## src/rtl/cache_pkg.sv

```systemverilog
// Shared definitions for the data cache controller.
//   - FSM state encoding
//   - default geometry (NUM_LINES / INDEX_W)
//   - word-alignment constant (byte-offset bits dropped from addresses)
package cache_pkg;

    localparam int DEF_NUM_LINES = 16;
    localparam int DEF_INDEX_W   = 4;
    localparam int WORD_OFS_W    = 2;   // addr[1:0] selects a byte inside a word

    typedef enum logic [2:0] {
        ST_IDLE,
        ST_LOOKUP,
        ST_BUS_RD,
        ST_BUS_WR,
        ST_DONE
    } state_e;

endpackage

```

## src/rtl/dcache_line_array.sv

```systemverilog
// Valid/tag/data storage for a direct-mapped, one-word-per-line cache.
// Ports:
//   clk, reset           - clock, async active-high reset (clears valid bits only)
//   flush                - clear every valid bit on the next edge; beats a same-cycle fill
//   rd_idx               - combinational read port index
//   rd_valid/rd_tag/rd_data - read port outputs
//   wr_en, wr_idx, wr_data  - write port; wr_en writes the data word
//   wr_fill, wr_tag      - with wr_en, also set valid and the tag (line fill)
module dcache_line_array
    import cache_pkg::*;
#(
    parameter int NUM_LINES = DEF_NUM_LINES,
    parameter int INDEX_W   = DEF_INDEX_W,
    parameter int TAG_W     = 32 - DEF_INDEX_W - WORD_OFS_W
) (
    input  logic               clk,
    input  logic               reset,
    input  logic               flush,
    input  logic [INDEX_W-1:0] rd_idx,
    output logic               rd_valid,
    output logic [TAG_W-1:0]   rd_tag,
    output logic [31:0]        rd_data,
    input  logic               wr_en,
    input  logic               wr_fill,
    input  logic [INDEX_W-1:0] wr_idx,
    input  logic [TAG_W-1:0]   wr_tag,
    input  logic [31:0]        wr_data
);

    logic [NUM_LINES-1:0] valid_q, valid_d;
    logic [TAG_W-1:0]     tag_q  [NUM_LINES];
    logic [TAG_W-1:0]     tag_d  [NUM_LINES];
    logic [31:0]          data_q [NUM_LINES];
    logic [31:0]          data_d [NUM_LINES];

    assign rd_valid = valid_q[rd_idx];
    assign rd_tag   = tag_q[rd_idx];
    assign rd_data  = data_q[rd_idx];

    always_comb begin
        valid_d = valid_q;
        tag_d   = tag_q;
        data_d  = data_q;
        if (wr_en) begin
            data_d[wr_idx] = wr_data;
            if (wr_fill) begin
                valid_d[wr_idx] = 1'b1;
                tag_d[wr_idx]   = wr_tag;
            end
        end
        // Flush wins over a fill in the same cycle: the line stays invalid.
        if (flush)
            valid_d = '0;
    end

    always_ff @(posedge clk or posedge reset) begin
        if (reset)
            valid_q <= '0;
        else
            valid_q <= valid_d;
    end

    // Tag/data need no reset: they are never consulted while the valid bit is clear.
    always_ff @(posedge clk) begin
        tag_q  <= tag_d;
        data_q <= data_d;
    end

endmodule

```

## src/rtl/data_cache_ctrl.sv

```systemverilog
// Direct-mapped, write-through, no-write-allocate data cache controller
// between a load/store queue and a single-beat backing-memory bus.
// Ports:
//   clk, reset            - clock, async active-high reset
//   mem_req/mem_we        - LSQ request and store flag, held until mem_ack
//   mem_addr/mem_data     - byte address and store data
//   mem_ack/mem_read_val  - one-cycle completion pulse and load result (0 for stores)
//   flush                 - invalidate all lines
//   bus_req/bus_we        - backing-memory request and write flag
//   bus_addr/bus_wdata    - word-aligned address and write data
//   bus_ack/bus_rdata     - backing transfer done and read data
// Optional build macro DATA_CACHE_STATS_EN adds saturating hit_count/miss_count
// outputs counting load hits/misses.
module data_cache_ctrl
    import cache_pkg::*;
#(
    parameter int NUM_LINES = DEF_NUM_LINES,
    parameter int INDEX_W   = DEF_INDEX_W
) (
    input  logic        clk,
    input  logic        reset,
    input  logic        mem_req,
    input  logic        mem_we,
    input  logic [31:0] mem_addr,
    input  logic [31:0] mem_data,
    output logic        mem_ack,
    output logic [31:0] mem_read_val,
    input  logic        flush,
    output logic        bus_req,
    output logic        bus_we,
    output logic [31:0] bus_addr,
    output logic [31:0] bus_wdata,
    input  logic        bus_ack,
    input  logic [31:0] bus_rdata
`ifdef DATA_CACHE_STATS_EN
    ,
    output logic [31:0] hit_count,
    output logic [31:0] miss_count
`endif
);

    localparam int TAG_W = 32 - INDEX_W - WORD_OFS_W;

    state_e      state_q, state_d;
    logic [31:WORD_OFS_W] waddr_q, waddr_d;   // latched word address
    logic        we_q, we_d;
    logic [31:0] wdata_q, wdata_d;
    logic        store_hit_q, store_hit_d;
    logic        mem_ack_q, mem_ack_d;
    logic [31:0] mem_read_val_q, mem_read_val_d;
    logic        bus_req_q, bus_req_d;
    logic        bus_we_q, bus_we_d;
    logic [31:0] bus_addr_q, bus_addr_d;
    logic [31:0] bus_wdata_q, bus_wdata_d;

    logic               rd_valid;
    logic [TAG_W-1:0]   rd_tag;
    logic [31:0]        rd_data;
    logic               wr_en, wr_fill;
    logic [31:0]        wr_data;
    logic [INDEX_W-1:0] idx;
    logic [TAG_W-1:0]   tag;
    logic               hit;

    // Byte offset is irrelevant to a word cache.
    logic unused_byte_ofs;
    assign unused_byte_ofs = ^mem_addr[WORD_OFS_W-1:0];

    assign idx = waddr_q[INDEX_W+WORD_OFS_W-1:WORD_OFS_W];
    assign tag = waddr_q[31:INDEX_W+WORD_OFS_W];
    assign hit = rd_valid && (rd_tag == tag);

    dcache_line_array #(
        .NUM_LINES (NUM_LINES),
        .INDEX_W   (INDEX_W),
        .TAG_W     (TAG_W)
    ) u_lines (
        .clk      (clk),
        .reset    (reset),
        .flush    (flush),
        .rd_idx   (idx),
        .rd_valid (rd_valid),
        .rd_tag   (rd_tag),
        .rd_data  (rd_data),
        .wr_en    (wr_en),
        .wr_fill  (wr_fill),
        .wr_idx   (idx),
        .wr_tag   (tag),
        .wr_data  (wr_data)
    );

`ifdef DATA_CACHE_STATS_EN
    logic [31:0] hit_count_q, hit_count_d;
    logic [31:0] miss_count_q, miss_count_d;
`endif

    always_comb begin
        state_d        = state_q;
        waddr_d        = waddr_q;
        we_d           = we_q;
        wdata_d        = wdata_q;
        store_hit_d    = store_hit_q;
        mem_ack_d      = 1'b0;
        mem_read_val_d = mem_read_val_q;
        bus_req_d      = bus_req_q;
        bus_we_d       = bus_we_q;
        bus_addr_d     = bus_addr_q;
        bus_wdata_d    = bus_wdata_q;
        wr_en          = 1'b0;
        wr_fill        = 1'b0;
        wr_data        = (state_q == ST_BUS_RD) ? bus_rdata : wdata_q;
`ifdef DATA_CACHE_STATS_EN
        hit_count_d    = hit_count_q;
        miss_count_d   = miss_count_q;
`endif
        case (state_q)
            ST_IDLE: begin
                if (mem_req) begin
                    waddr_d = mem_addr[31:WORD_OFS_W];
                    we_d    = mem_we;
                    wdata_d = mem_data;
                    state_d = ST_LOOKUP;
                end
            end
            ST_LOOKUP: begin
                if (we_q) begin
                    // Write-through; remember hit so only a resident line is updated.
                    store_hit_d = hit;
                    bus_req_d   = 1'b1;
                    bus_we_d    = 1'b1;
                    bus_addr_d  = {waddr_q, {WORD_OFS_W{1'b0}}};
                    bus_wdata_d = wdata_q;
                    state_d     = ST_BUS_WR;
                end else if (hit) begin
                    mem_ack_d      = 1'b1;
                    mem_read_val_d = rd_data;
                    state_d        = ST_DONE;
`ifdef DATA_CACHE_STATS_EN
                    if (hit_count_q != '1) hit_count_d = hit_count_q + 32'd1;
`endif
                end else begin
                    bus_req_d  = 1'b1;
                    bus_we_d   = 1'b0;
                    bus_addr_d = {waddr_q, {WORD_OFS_W{1'b0}}};
                    state_d    = ST_BUS_RD;
`ifdef DATA_CACHE_STATS_EN
                    if (miss_count_q != '1) miss_count_d = miss_count_q + 32'd1;
`endif
                end
            end
            ST_BUS_RD: begin
                if (bus_ack) begin
                    wr_en          = 1'b1;
                    wr_fill        = 1'b1;
                    bus_req_d      = 1'b0;
                    mem_ack_d      = 1'b1;
                    mem_read_val_d = bus_rdata;
                    state_d        = ST_DONE;
                end
            end
            ST_BUS_WR: begin
                if (bus_ack) begin
                    wr_en          = store_hit_q;
                    bus_req_d      = 1'b0;
                    mem_ack_d      = 1'b1;
                    mem_read_val_d = 32'd0;
                    state_d        = ST_DONE;
                end
            end
            ST_DONE: begin
                // LSQ may still drive mem_req for the op just retired; ignore it.
                state_d = ST_IDLE;
            end
            default: state_d = ST_IDLE;
        endcase
    end

    always_ff @(posedge clk or posedge reset) begin
        if (reset) begin
            state_q        <= ST_IDLE;
            waddr_q        <= '0;
            we_q           <= 1'b0;
            wdata_q        <= '0;
            store_hit_q    <= 1'b0;
            mem_ack_q      <= 1'b0;
            mem_read_val_q <= '0;
            bus_req_q      <= 1'b0;
            bus_we_q       <= 1'b0;
            bus_addr_q     <= '0;
            bus_wdata_q    <= '0;
`ifdef DATA_CACHE_STATS_EN
            hit_count_q    <= '0;
            miss_count_q   <= '0;
`endif
        end else begin
            state_q        <= state_d;
            waddr_q        <= waddr_d;
            we_q           <= we_d;
            wdata_q        <= wdata_d;
            store_hit_q    <= store_hit_d;
            mem_ack_q      <= mem_ack_d;
            mem_read_val_q <= mem_read_val_d;
            bus_req_q      <= bus_req_d;
            bus_we_q       <= bus_we_d;
            bus_addr_q     <= bus_addr_d;
            bus_wdata_q    <= bus_wdata_d;
`ifdef DATA_CACHE_STATS_EN
            hit_count_q    <= hit_count_d;
            miss_count_q   <= miss_count_d;
`endif
        end
    end

    assign mem_ack      = mem_ack_q;
    assign mem_read_val = mem_read_val_q;
    assign bus_req      = bus_req_q;
    assign bus_we       = bus_we_q;
    assign bus_addr     = bus_addr_q;
    assign bus_wdata    = bus_wdata_q;
`ifdef DATA_CACHE_STATS_EN
    assign hit_count    = hit_count_q;
    assign miss_count   = miss_count_q;
`endif

endmodule

```

## config.mk

```make
export PLATFORM = sky130hd
export DESIGN_NAME = data_cache_ctrl
export DESIGN_NICKNAME = d
export VERILOG_FILES = /design/src/rtl/cache_pkg.sv /design/src/rtl/dcache_line_array.sv /design/src/rtl/data_cache_ctrl.sv
export SDC_FILE = /design/constraint.sdc
export NUM_CORES = 1
export LEC_CHECK = 0
export CAP_MARGIN = 5
export CELL_PAD_IN_SITES_DETAIL_PLACEMENT = 1
export CELL_PAD_IN_SITES_GLOBAL_PLACEMENT = 2
export CORE_MARGIN = 3
export CORE_UTILIZATION = 47
export CTS_CLUSTER_DIAMETER = 150
export CTS_CLUSTER_SIZE = 40
export DETAILED_ROUTE_END_ITERATION = 10
export PLACE_DENSITY_LB_ADDON = 0.1
export SLEW_MARGIN = 20
export SYNTH_ARGS = -nofsm -noshare
export SYNTH_HDL_FRONTEND = slang
export SYNTH_SLANG_ARGS = --single-unit
```

## constraint.sdc

```tcl
create_clock -name clk -period 7.2 [get_ports clk]
set_input_delay 1.8 -clock clk [delete_from_list [all_inputs] [get_ports clk]]
set_output_delay 1.8 -clock clk [all_outputs]
set_load 0.02 [all_outputs]
```

# After elaboration in Yosys (flattened, before gate mapping)

Index checks and enable logic that the tools add are counted.

Bitwise operators: 2
Multiplexer cells: 45
Reductions and logical operators: 17
Magnitude comparators: 4
Eq/ne operators: 12

Operators by type and width:

| operator                                                                     | count |
|---|---|
| 512-bit bitwise mux                                                          | 1 |
| 416-bit bitwise mux                                                          | 1 |
| 32-bit 2-to-1 mux                                                            | 10 |
| 32-bit binary-select mux with 4-bit select                                   | 1 |
| 32-bit demux with 4-bit select                                               | 1 |
| 26-bit binary-select mux with 4-bit select                                   | 1 |
| 26-bit demux with 4-bit select                                               | 1 |
| 32-bit case mux with 3 select lines                                          | 1 |
| 26-bit 2-to-1 mux                                                            | 3 |
| 16-bit 2-to-1 mux                                                            | 3 |
| 26-bit equality test                                                         | 1 |
| 16-bit bitwise OR                                                            | 1 |
| 1-bit 2-to-1 mux                                                             | 12 |
| 3-bit 2-to-1 mux                                                             | 4 |
| 2-bit != test, second input constant                                         | 6 |
| 2-bit AND reduction                                                          | 6 |
| 3-bit case mux with 3 select lines                                           | 1 |
| 3-bit by 2-bit equality test with 1-bit output, second input constant        | 2 |
| 1-bit case mux with 2 select lines                                           | 3 |
| 2-bit nonzero test                                                           | 3 |
| 5-bit greater-or-equal comparator, second input constant                     | 1 |
| 4-bit by 5-bit less-than comparator with 1-bit output, second input constant | 1 |
| 5-bit by 1-bit less-than comparator with 1-bit output, second input constant | 1 |
| 4-bit NOT with 5-bit output                                                  | 1 |
| 12 further kinds                                                             | 14 |

Flip-flop bits (word level): 1110
Logic and storage cells: 124
Output and inout bits: 99

# Longest topological paths before layout

Depth in word-level cells: 9
Mapped depth: 15
Mapped depth without buffers: 9

# Modules after synthesis

A second synthesis with hierarchy kept.

Cells, all modules: 2077
Area, all modules: 42640.9 µm²

Modules (own cells, without submodules):

| module            | area each (µm²) | cells an instance | times used |
|---|---|---|---|
| dcache_line_array | 35510.3         | 1531              | 1 |
| data_cache_ctrl   | 7130.6          | 546               | 1 |

# Least setup slack after synthesis

No wires, ideal clock.

Path type: reg-to-reg
Start: register, netlist name waddr_q[5]
End: register u_lines.data_q[128] in the netlist's numbering (enable)
Slack: 2.742 ns
Buffers on the path: 9
Arrival time: 4.036 ns
Data required time: 6.779 ns
Setup time: 0.421 ns
Cell stages (with the launch flop): 13
Clock period less this slack: 4.458 ns
Cell sequence: dfrtp_1 > buf_2 > buf_4 > buf_2 > buf_4 > buf_2 > buf_2 > buf_2 > buf_1 > clkbuf_1 > nor2b_1 > nand2_1 > nor2_1

RTL lines:

| what                   | line                    | RTL |
|---|---|---|
| end signal: assignment | dcache_line_array.sv:66 | `data_q <= data_d;` |
| end: declaration       | dcache_line_array.sv:33 | `logic [31:0] data_q [NUM_LINES];` |

# Worst setup path after layout

Start: register waddr_q[2] in the netlist's numbering
End: register mem_read_val_q[20], in the netlist mem_read_val[20]

Longest elaborated chain between the ends: 8

Ends and longest elaborated chain:

| what                                                  | line                                             | RTL |
|---|---|---|
| start: declaration                                    | data_cache_ctrl.sv:45                            | `logic [31:WORD_OFS_W] waddr_q, waddr_d;` |
| start signal: assignment                              | data_cache_ctrl.sv:197                           | `waddr_q <= waddr_d;` |
| 4-bit NOT with 5-bit output (not written as such)     | dcache_line_array.sv:37, dcache_line_array.sv:38 |  |
| 26-bit binary-select mux with 4-bit select            | dcache_line_array.sv:37                          | `assign rd_tag = tag_q[rd_idx];` |
| 26-bit 2-to-1 mux (not written as such) (2 in series) | dcache_line_array.sv:37                          |  |
| 26-bit equality test                                  | data_cache_ctrl.sv:71                            | `assign hit = rd_valid && (rd_tag == tag);` |
| 1-bit logical AND                                     | data_cache_ctrl.sv:71                            |  |
| 2-bit != test (no source line)                        | n/a                                              |  |
| 5-bit AND reduction (no source line)                  | n/a                                              |  |
| end signal: assignment                                | data_cache_ctrl.sv:202                           | `mem_read_val_q <= mem_read_val_d;` |
| end: declaration                                      | data_cache_ctrl.sv:50                            | `logic [31:0] mem_read_val_q, mem_read_val_d;` |

Parallel ways exist; a longest one is shown, timed or not. The select of a mux whose other input is x is not followed.
A chain may end at the register's enable or synchronous reset.

==> results.cfg <==
[run_status]
status = completed

[layout]
final_cell_mix = edfxtp_1, mux4_2, clkdlybuf4s50_1
final_common_cell = edfxtp_1
area_growth_pct = 10.7
drive_gt1_frac = 0.244
final.fill_count = 7893
final_net_count = 2359
final_util = 0.528

[clocking]
clkLatencyLatePin_ns = 0.70
path_clk_slew_ns = 0.15
cts_buffers = 31
cts_root_buffer = clkbuf_16
cts_tree = done
ctsHoldBuffers = 0
cts_resized = 0
post_cts_buffers = 0
cts.path.max_buffers = 3
clock-sinks = 1108
htreeDepth = 1

[setup_path]
cpLargestDelayFamily = buffers and inverters
worstSetupStartpointType = flop
crit_type = reg2reg
slowest_stage = dfrtp_4
cp_cell_sequence = buf_4 > mux4_2 > xnor2_1 > o41ai_1 > a31oi_1 > or4_4 > o41ai_4 > buf_4 > mux2_2
cp_num_buf_inv = 2
worstPathRequired_ns = 7.79
critPathCaptureType = flop
worstPathArrival_ns = 5.60
cp_common_cell = buf_4
cpPeakStageDelay_ns = 0.94
cp_max_fo = 38

[power]
p_leak_nw = 15.6
p_int_w = 0.0125
p_seq_frac = 0.499
clkPwrFrac = 0.141
power_frac_comb = 0.359
netSwitchingPower_w = 0.00617
p_per_area_mw_per_mm2 = 390
fin_total_pwr_w = 0.0186
ir_drop_uv = 286
switching_share = 0.331

[timing]
rsz0062_at_grt = no
fmax_mhz = 200
worstMarginPinSlew_ns = 1.12
slew_headroom = 0.251
maxSlewViolCount = 0
finalHoldViolations = 0
setup_viol = 0
finalClockSkew_ns = 0.0408
post-route-min-period_ns = 5.01
fin_setup_tns_ns = 0
min_period_over_period = 0.695

[global_routing]
grt_max_degree = 103
grt_pass1_vias = 22200
antenna_found_initial = 5
grt_pass1_wl_um = 151000
overflow = 0
grtUsageTotal = 0.215

[die]
ios = 201
die_h_um = 309
rows = 110
initial_core_util = 0.477
core_mm2 = 0.0906
die_w_um = 309
die-area_mm2 = 0.0955

[synthesis]
ys_warn_count = 0
syn_area_mm2 = 0.0432
synthCells = 2068
synth-edff-count = 928
async_flop_share = 0.162
synth_flop_cell = edfxtp_1
ys_types = 60
yosysSeqAreaShare = 0.750
avgSynthCellArea_um2 = 20.9
synth_seq_cells = 1108

[drt]
wire_per_inst_um = 29.5
route.detailed.drc = 0
finalWirelength_um = 102000
vias_per_cell = 5.92
vias = 20500
drtPass1Iterations = 5
drt-initial-drc-count = 1830
ant_nets = 0

[place]
portBuffers = 196
place.gp.congestion = 0.722
dpl.hpwl_um = 60100

[hold_path]
hold_class = reg2reg

[job]
max_cap_violations = 0
layer usage:
layer | global-route usage | routed length, um | up-vias
met5 | 0 | 13 | -
met3 | 0.0263 | 4270 | 81
met2 | 0.373 | 52300 | 420
met1 | 0.300 | 43900 | 11300
met4 | 0.0340 | 1600 | 2
li1 | - | - | 8733
cell usage after synthesis, drive strengths merged (4+ instances only):
| cell | number | area, um^2 |
|---|---|---|
| nand2b | 4 | 25.0 |
| a22o | 33 | 289 |
| inv | 12 | 45.0 |
| o21ai | 13 | 65.1 |
| o211ai | 4 | 30.0 |
| a22oi | 33 | 248 |
| nand4 | 4 | 25.0 |
| buf | 63 | 344 |
| nor2b | 8 | 50.1 |
| and3 | 5 | 31.3 |
| a21oi | 14 | 70.1 |
| a31oi | 4 | 25.0 |
| mux2i | 89 | 891 |
| xor2 | 6 | 52.6 |
| nor2 | 81 | 304 |
| o22ai | 9 | 56.3 |
| dfrtp | 180 | 4500 |
| nand3 | 5 | 25.0 |
| edfxtp | 928 | 27900 |
| a221oi | 8 | 70.1 |
| nand2 | 34 | 128 |
| clkbuf | 46 | 173 |
| mux4 | 228 | 5130 |
| xnor2 | 24 | 210 |
| mux2 | 196 | 2210 |
cell type report:
type / instances / area, um^2 / share of cell area
multi-input combinational: 840 / 10500 / 0.219
timing repair buffer: 264 / 2500 / 0.0524
tap: 1176 / 1470 / 0.0308
antenna: 1 / 2.50 / 0.0000524
clock inverter: 2 / 25.0 / 0.000524
inverter: 12 / 52.6 / 0.00110
sequential: 1108 / 32400 / 0.678
clock buffer: 56 / 870 / 0.0182
worst paths after layout:
path / from / to / slack (ns) / depth (start not counted)
max in group asynchronous: reset / waddr_q[5] / 4.39 / 3
hold / removal: mem_read_val[4] / mem_read_val[4] / 0.50 / 1
setup reg to reg: waddr_q[2] / mem_read_val[20] / 2.19 / 9
setup / recovery: waddr_q[2] / mem_read_val[20] / 2.19 / 9
hold reg to reg: mem_read_val[4] / mem_read_val[4] / 0.50 / 1
min in group asynchronous: reset / mem_ack / 1.54 / 2
cell families (layout without fill, tap and decap cells):
logic type / Yosys count / after routing / synth area share
muxes: 513 / 513 / 0.191
and+or+nand+nor: 157 / 157 / 0.0163
buffers and inverters: 121 / 334 / 0.0130
AOI/OAI and AO/OA: 138 / 138 / 0.0241
xor gates and xnor gates: 30 / 30 / 0.00609
other: 1 / 3 / 0.0000868
DFF: 1108 / 1108 / 0.750
per-stage QoR:
step	instance area (um^2)	hold WS (ns)	setup slack, ns	std cells
2_1_floorplan	43200	0.451	0.513	2069
3_3_place_gp	46900	0.474	2.10	3399
3_5_place_dp	46900	0.474	2.09	3400
4_1_cts	47800	0.505	2.12	3458
5_1_grt	47800	0.532	1.85	3458
6_report	47800	0.504	2.19	3459
sequential cells by signal (all words and copies together), names as in the netlist, 3 cells and up:
register         count
u_lines.tag_q      416
bus_wdata           32
bus_addr            30
u_lines.data_q     512
u_lines.valid_q     16
mem_read_val        32
waddr_q             30
state_q              3
wdata_q             32
power groups by stage:
stage / registers, W / clock network (W) / logic, W
6_report: 0.00931 / 0.00263 / 0.00670
5_1_grt: 0.00944 / 0.00292 / 0.00724
4_1_cts: 0.00933 / 0.00272 / 0.00684
3_5_place_dp: 0.00948 / 0 / 0.00681
3_3_place_gp: 0.00940 / 0 / 0.00665
2_1_floorplan: 0.00943 / 0 / 0.00430
No activity file was read; power rests on OpenSTA's default activity.
